--- src/rtl/branch_predictor.sv ---
// Direct-mapped BTB with per-entry saturating direction counters and branch types.
// Optional return-address stack when BP_RAS_EN is defined.
module branch_predictor #(
  parameter int N_ENTRIES = 16,
  parameter int CTR_BITS  = 2,
  parameter int RAS_DEPTH = 8
) (
  input  logic        clk,
  input  logic        rst,
  input  logic [31:0] lookup_pc,
  input  logic        lookup_fire,
  output logic        predict_hit,
  output logic        predict_taken,
  output logic [31:0] predict_target,
  input  logic        update_valid,
  input  logic [31:0] update_pc,
  input  logic [31:0] update_target,
  input  logic        update_taken,
  input  logic [1:0]  update_type,
  input  logic        flush
);
  localparam int IDX_BITS = $clog2(N_ENTRIES);
  localparam int TAG_BITS = 30 - IDX_BITS;
  localparam logic [CTR_BITS-1:0] CTR_MAX = '1;
  localparam logic [CTR_BITS-1:0] CTR_WT  = CTR_BITS'(2 ** (CTR_BITS - 1));
  localparam logic [CTR_BITS-1:0] CTR_WNT = CTR_BITS'(2 ** (CTR_BITS - 1) - 1);
  localparam logic [1:0] T_COND = 2'd0;
  localparam logic [1:0] T_CALL = 2'd2;
  localparam logic [1:0] T_RET  = 2'd3;

  logic [N_ENTRIES-1:0] valid_q;
  logic [TAG_BITS-1:0]  tag_q  [N_ENTRIES];
  logic [31:0]          tgt_q  [N_ENTRIES];
  logic [1:0]           type_q [N_ENTRIES];
  logic [CTR_BITS-1:0]  ctr_q  [N_ENTRIES];

  // Lookup side
  logic [IDX_BITS-1:0] l_idx;
  logic [TAG_BITS-1:0] l_tag;
  logic [1:0]          l_type;
  logic [31:0]         seq_pc;

  assign l_idx  = lookup_pc[IDX_BITS+1:2];
  assign l_tag  = lookup_pc[31:IDX_BITS+2];
  assign l_type = type_q[l_idx];
  assign seq_pc = lookup_pc + 32'd4;

  assign predict_hit   = valid_q[l_idx] && (tag_q[l_idx] == l_tag);
  assign predict_taken = predict_hit && ((l_type != T_COND) || ctr_q[l_idx][CTR_BITS-1]);

`ifdef BP_RAS_EN
  localparam int RP_BITS = $clog2(RAS_DEPTH);
  localparam logic [RP_BITS:0] RAS_FULL = (RP_BITS+1)'(RAS_DEPTH);

  logic [31:0]        ras_q [RAS_DEPTH];
  logic [RP_BITS-1:0] ras_ptr, ras_nxt;
  logic [RP_BITS:0]   ras_cnt;
  logic               ras_push, ras_pop, ras_use;

  assign ras_nxt  = ras_ptr + 1'b1;
  assign ras_use  = predict_hit && (l_type == T_RET) && (ras_cnt != '0);
  assign ras_push = lookup_fire && predict_hit && (l_type == T_CALL);
  assign ras_pop  = lookup_fire && ras_use;

  assign predict_target = ras_use       ? ras_q[ras_ptr] :
                          predict_taken ? tgt_q[l_idx]   : seq_pc;

  // Pointer always names the top; a push when full silently overwrites the oldest slot.
  always_ff @(posedge clk or negedge rst) begin
    if (!rst) begin
      ras_ptr <= '0;
      ras_cnt <= '0;
      for (int i = 0; i < RAS_DEPTH; i++) ras_q[i] <= '0;
    end else if (flush) begin
      ras_cnt <= '0;
    end else if (ras_push) begin
      ras_ptr        <= ras_nxt;
      ras_q[ras_nxt] <= seq_pc;
      if (ras_cnt != RAS_FULL) ras_cnt <= ras_cnt + 1'b1;
    end else if (ras_pop) begin
      ras_ptr <= ras_ptr - 1'b1;
      ras_cnt <= ras_cnt - 1'b1;
    end
  end

  logic bp_unused;
  assign bp_unused = ^update_pc[1:0];
`else
  assign predict_target = predict_taken ? tgt_q[l_idx] : seq_pc;

  logic bp_unused;
  assign bp_unused = ^{update_pc[1:0], lookup_fire} ^ (RAS_DEPTH == 0);
`endif

  // Update side
  logic [IDX_BITS-1:0] u_idx;
  logic [TAG_BITS-1:0] u_tag;
  logic                u_hit;

  assign u_idx = update_pc[IDX_BITS+1:2];
  assign u_tag = update_pc[31:IDX_BITS+2];
  assign u_hit = valid_q[u_idx] && (tag_q[u_idx] == u_tag);

  always_ff @(posedge clk or negedge rst) begin
    if (!rst) begin
      valid_q <= '0;
      for (int i = 0; i < N_ENTRIES; i++) begin
        tag_q[i]  <= '0;
        tgt_q[i]  <= '0;
        type_q[i] <= T_COND;
        ctr_q[i]  <= CTR_WNT;
      end
    end else if (flush) begin
      valid_q <= '0;
    end else if (update_valid) begin
      if (u_hit) begin
        if (update_taken && ctr_q[u_idx] != CTR_MAX)
          ctr_q[u_idx] <= ctr_q[u_idx] + 1'b1;
        else if (!update_taken && ctr_q[u_idx] != '0)
          ctr_q[u_idx] <= ctr_q[u_idx] - 1'b1;
        if (update_taken) begin
          tgt_q[u_idx]  <= update_target;
          type_q[u_idx] <= update_type;
        end
      end else if (update_taken) begin
        valid_q[u_idx] <= 1'b1;
        tag_q[u_idx]   <= u_tag;
        tgt_q[u_idx]   <= update_target;
        type_q[u_idx]  <= update_type;
        ctr_q[u_idx]   <= CTR_WT;
      end
    end
  end
endmodule

--- config.mk ---
export PLATFORM = sky130hd
export DESIGN_NAME = branch_predictor
export DESIGN_NICKNAME = d
export VERILOG_FILES = /design/src/rtl/branch_predictor.sv
export SDC_FILE = /design/constraint.sdc
export NUM_CORES = 2
export LEC_CHECK = 0
export ABC_CLOCK_PERIOD_IN_PS = 10050
export CAP_MARGIN = 20
export CORE_MARGIN = 1.5
export CORE_UTILIZATION = 25
export CTS_CLUSTER_DIAMETER = 40
export DETAILED_ROUTE_END_ITERATION = 7
export PLACE_DENSITY = 0.38
export RECOVER_POWER = 25
export SLEW_MARGIN = 0
export SYNTH_ARGS = -nofsm -noshare
export SYNTH_HDL_FRONTEND = slang
export SYNTH_SLANG_ARGS = --single-unit
--- constraint.sdc ---
create_clock -name clk -period 10.05 [get_ports clk]
set_clock_uncertainty 0.2 [all_clocks]
set_input_delay 1.005 -clock clk [delete_from_list [all_inputs] [get_ports clk]]
set_output_delay 1.005 -clock clk [all_outputs]
set_load 0.005 [all_outputs]
==> metrics list <==
* Run status: complete, but fails checks
- The final reports fail on capacitance limit, slew limit.
- Part of the power in registers: 0.350
- From synthesis to final layout, the design area changed by 23.0%.
* Net switching share of the total power: 0.252
- The repair_antennas step left the layout with diodes totalling 0.
- Entering global routing, the biggest net connects 172 pins.
- Endpoint type of the worst setup path: output pin
* Part of the power in combinational logic: 0.119
- Max clock buf depth: 3
- CP Class: input port to output pin
* Syn. warnings: 0
- Clock share of power: 0.531
- The tool flagged a number of max-cap violations equal to 3.
- In the routed design, unresolved DRC markers number 0.
* Number of port buffers: 134
- TritonRoute pass-1 iters: 5
- A synthesized cell averages 15.5 um^2.
- Via count of the first global-routing pass: 32,800
- Detailed placement ended at an HPWL of 103,000 um.
- The cell sitting at the root of the clock tree is a sky130_fd_sc_hd__clkbuf_16.
* Number of enable flip-flop cells after synthesis: 0
- Worst reg2reg path startpoint: tag_q[383]$_DFFE_PN0P_
- Minimum clock period after layout: 7.86 ns
* Data arrival time of the critical path: 6.66 ns
* Internal power: 0.0105 W
* Final setup violation count: 0
* Clock H-tree levels: 4
- The die covers 207,000 um^2.
- Count of cell types in the netlist: 71
- Share of synthesized area occupied by flip-flops and latches: 0.495
- Worst setup path startpoint: lookup_pc[2]
* Post-Route Hold Slack: 0.297 ns
- Actual transition at the worst max-transition pin: 4.90 ns
- The congestion estimate from routability-driven global placement came to 0.761.
- The initial antenna violation count is 22.
- STA classifies the critical path startpoint as an input port.
- Placement row count: 165
* Most used DFF post-synth: sky130_fd_sc_hd__dfrtp_1
- 138 I/O pins were placed.
- Dividing the detail-routed via count by the number of cells gives 4.82.
- NumNets Final: 3,519
- Global routing finished with a remaining overflow of 0.
* Detailed-route via count: 30,200
* Maximum achievable frequency: 127 MHz
- In the synthesized netlist the async set-or-reset flop fraction comes to 1.00.
* Total of cells resized after clock tree synthesis: 0
- Fraction of post-synthesis cell area in the top cell type by area: 0.487
* Setup TNS Final: 0 ns
- Fraction of final layout cells with drive strength greater than 1: 0.537
* Total routed wirelength: 175,000 um
* Beginning of the worst hold path: tgt_q[437]$_DFFE_PN0P_
- Pins Over Slew Limit: 174
- Global-route wire length before repair: 256,000 um
* Final Hold Viols: 0
* #FFs+latches synth: 1,008
- Headroom to the max-slew limit came out at -2.26.
* Die width: 455 um
* Required time at the worst-slack endpoint: 8.85 ns
- GRT Total Usage: 0.172
* Placeable core region: 203,000 um^2
* Hold WC Path Type: flop to flop
- Dividing the final minimum period by the clock period gives 0.782.
- Clock-pin slew reported for the worst setup and hold paths after clock tree synthesis: 0.05 ns
* Initial detailed-routing violation count: 1,556
- Post-synth top area cell: sky130_fd_sc_hd__dfrtp_1
- Clock tree from TritonCTS: built
* P per Cell Area: 224 nW/um^2
- After detailed routing, the average wire length per cell comes to 28.0 um.
- Setup repair after global routing left no endpoint under its margin.
* Net switching component of the power: 0.00354 W
- Final antenna-violating net count: 0
* Mapped Area: 51,000 um^2
- Clock latency on the worst-skew pair, taken at its later pin, is 0.83 ns.
* Post-synthesis instance total: 3,282
- Leakage dissipation: 27.4 nW
- Effective utilization at floorplan: 0.252
- Total clock buffers created by CTS: 209
* Worst vdd rail ir drop: 0.168 mV
- Counting every sink on the clock net gives 1,008.
- Biggest area contributors in the synthesized netlist: sky130_fd_sc_hd__dfrtp_1, sky130_fd_sc_hd__mux2_2, sky130_fd_sc_hd__mux4_2, sky130_fd_sc_hd__mux2i_1, sky130_fd_sc_hd__clkbuf_1
- In this run the vertical extent of the chip is 455 um.
* Net Count, Synth: 3,389
- Critical-path maximum fanout: 49
## final cells by class
class | instances | area [um^2]
fillers | 19900 | 140000
flip-flops and latches | 1008 | 25200
multi-input cells | 1938 | 24200
clock buffers | 259 | 5710
well taps | 2672 | 3340
repair buffers | 229 | 2180
clock inverters | 138 | 1980
inverters | 26 | 97.6
## per-layer routing
layer	vias up	wire length (um)	GRT usage
met4	12	4660	0.0519
met2	487	87100	0.288
li1	12800	-	-
met5	-	82	0
met1	16600	78200	0.227
met3	278	5390	0.0274
## power groups by stage
stage / clock network, W / logic [W] / registers (W)
2_1_floorplan: 0 / 0.00119 / 0.00485
3_3_place_gp: 0 / 0.00169 / 0.00498
3_5_place_dp: 0 / 0.00171 / 0.00498
4_1_cts: 0.00765 / 0.00171 / 0.00492
5_1_grt: 0.00785 / 0.00181 / 0.00499
6_report: 0.00746 / 0.00167 / 0.00492
## cells in the mapped netlist (all sizes together), types with 2 or more instances
master and instances:
a32oi 2, or2 2, xnor2 63, and2 5
nor2 41, nand4 16, nand2b 21, nor3 20
inv 25, a22o 7, nor4 14, mux2 1043
a31o 2, a221oi 9, buf 154, or3 3
dfstp 16, nand3 19, a21o 2, a211oi 6
o22ai 14, and4 4, dfrtp 992, a21oi 13
nand2 37, mux4 372, o31ai 2, o21ai 24
and3 10, clkbuf 156, a22oi 29, or4 2
mux2i 99, a31oi 2, ha 3, xor2 22
o32ai 3, nor2b 9, o2111ai 2
## path summary, 6_finish.rpt
path / to / slack, ns / cells past startpoint
worst max-delay path: predict_target[31] / 2.19 / 12
worst min-delay path: tgt_q[437]$_DFFE_PN0P_ / 0.30 / 1
max in group asynchronous: tgt_q[85]$_DFFE_PN0P_ / 2.41 / 4
worst min register to register: tgt_q[437]$_DFFE_PN0P_ / 0.30 / 1
min in group asynchronous: tag_q[401]$_DFFE_PN0P_ / 2.43 / 2
worst max register to register: tag_q[19]$_DFFE_PN0P_ / 4.29 / 11
## critical path, stage by stage
cell and delay, ns:
sky130_fd_sc_hd__buf_8 0.41, sky130_fd_sc_hd__buf_4 0.50, sky130_fd_sc_hd__mux4_2 0.58, sky130_fd_sc_hd__mux4_2 0.55, sky130_fd_sc_hd__xnor2_1 0.18, sky130_fd_sc_hd__nand4_1 0.11
sky130_fd_sc_hd__or4_1 0.59, sky130_fd_sc_hd__nor4_2 0.61, sky130_fd_sc_hd__and2b_2 0.78, sky130_fd_sc_hd__buf_4 0.40, sky130_fd_sc_hd__mux2_2 0.37, sky130_fd_sc_hd__clkdlybuf4s50_1 0.44
## stage by stage
step | instance area (um^2) | total power [W] | util | cells | worst slack (ns)
after detailed placement | 55100 | 0.00669 | 0.272 | 5872 | 2.07
after global placement | 55000 | 0.00667 | 0.272 | 5870 | 2.05
after global routing | 62800 | 0.0147 | 0.310 | 6270 | 1.03
after CTS | 62800 | 0.0143 | 0.310 | 6270 | 2.06
final | 62800 | 0.0141 | 0.310 | 6270 | 2.19
after floorplan | 51000 | 0.00604 | - | 3282 | 4.54
## flip-flops by register name (all words and copies together), names as in the netlist
register and count:
tag_q 416, valid_q 16, tgt_q 512, type_q 32
ctr_q 32
## cell families (layout without fill, tap and decap cells)
family / Yosys count / count (layout) / share of synthesized area
compound gates: 128 / 128 / 0.0183
xor+xnor: 85 / 85 / 0.0146
fa+ha+maj: 3 / 3 / 0.000736
buf+inv: 336 / 652 / 0.0337
flops: 1008 / 1008 / 0.495
mux: 1514 / 1514 / 0.416
simple gates: 208 / 208 / 0.0219
## cells in the final DEF, fill, tap and decap left out, types with 6 or more instances in the layout
cell type | synthesis | layout
sky130_fd_sc_hd__clkinv_2 | 0 | 35
sky130_fd_sc_hd__dfrtp_1 | 992 | 992
sky130_fd_sc_hd__buf_12 | 0 | 10
sky130_fd_sc_hd__nand2b_2 | 0 | 14
sky130_fd_sc_hd__clkbuf_1 | 155 | 24
sky130_fd_sc_hd__inv_6 | 0 | 10
sky130_fd_sc_hd__dfstp_2 | 16 | 16
sky130_fd_sc_hd__a22o_1 | 7 | 7
sky130_fd_sc_hd__nand2_1 | 37 | 37
sky130_fd_sc_hd__mux2_1 | 12 | 12
sky130_fd_sc_hd__inv_1 | 25 | 25
sky130_fd_sc_hd__clkinv_4 | 0 | 10
sky130_fd_sc_hd__buf_4 | 28 | 83
sky130_fd_sc_hd__o21ai_0 | 24 | 24
sky130_fd_sc_hd__nor3_1 | 18 | 18
sky130_fd_sc_hd__nand4_1 | 16 | 16
sky130_fd_sc_hd__o22ai_1 | 14 | 14
sky130_fd_sc_hd__nand2b_1 | 21 | 7
sky130_fd_sc_hd__and3_1 | 10 | 10
sky130_fd_sc_hd__nor2_4 | 0 | 16
sky130_fd_sc_hd__a211oi_1 | 6 | 6
sky130_fd_sc_hd__mux4_1 | 8 | 8
sky130_fd_sc_hd__a221oi_1 | 9 | 9
sky130_fd_sc_hd__clkdlybuf4s50_1 | 0 | 125
sky130_fd_sc_hd__nor4_1 | 12 | 12
sky130_fd_sc_hd__clkbuf_16 | 0 | 209
sky130_fd_sc_hd__mux2i_1 | 99 | 99
sky130_fd_sc_hd__mux4_2 | 364 | 364
sky130_fd_sc_hd__clkinvlp_4 | 0 | 34
sky130_fd_sc_hd__nand3_1 | 19 | 19
sky130_fd_sc_hd__bufinv_16 | 0 | 36
sky130_fd_sc_hd__nor2b_1 | 9 | 9
sky130_fd_sc_hd__mux2_2 | 1011 | 1011
sky130_fd_sc_hd__xnor2_1 | 63 | 63
sky130_fd_sc_hd__a21oi_1 | 13 | 13
sky130_fd_sc_hd__nor2_1 | 40 | 24
sky130_fd_sc_hd__xor2_1 | 22 | 22
sky130_fd_sc_hd__clkbuf_8 | 0 | 30
sky130_fd_sc_hd__mux2_4 | 20 | 20
sky130_fd_sc_hd__a22oi_1 | 26 | 26
## repair_timing
item	in CTS	in global routing
hold buffers	1	0
buffers inserted	0	0
endpoints found under the hold margin	64	0
Power figures use the tool's default switching activity.
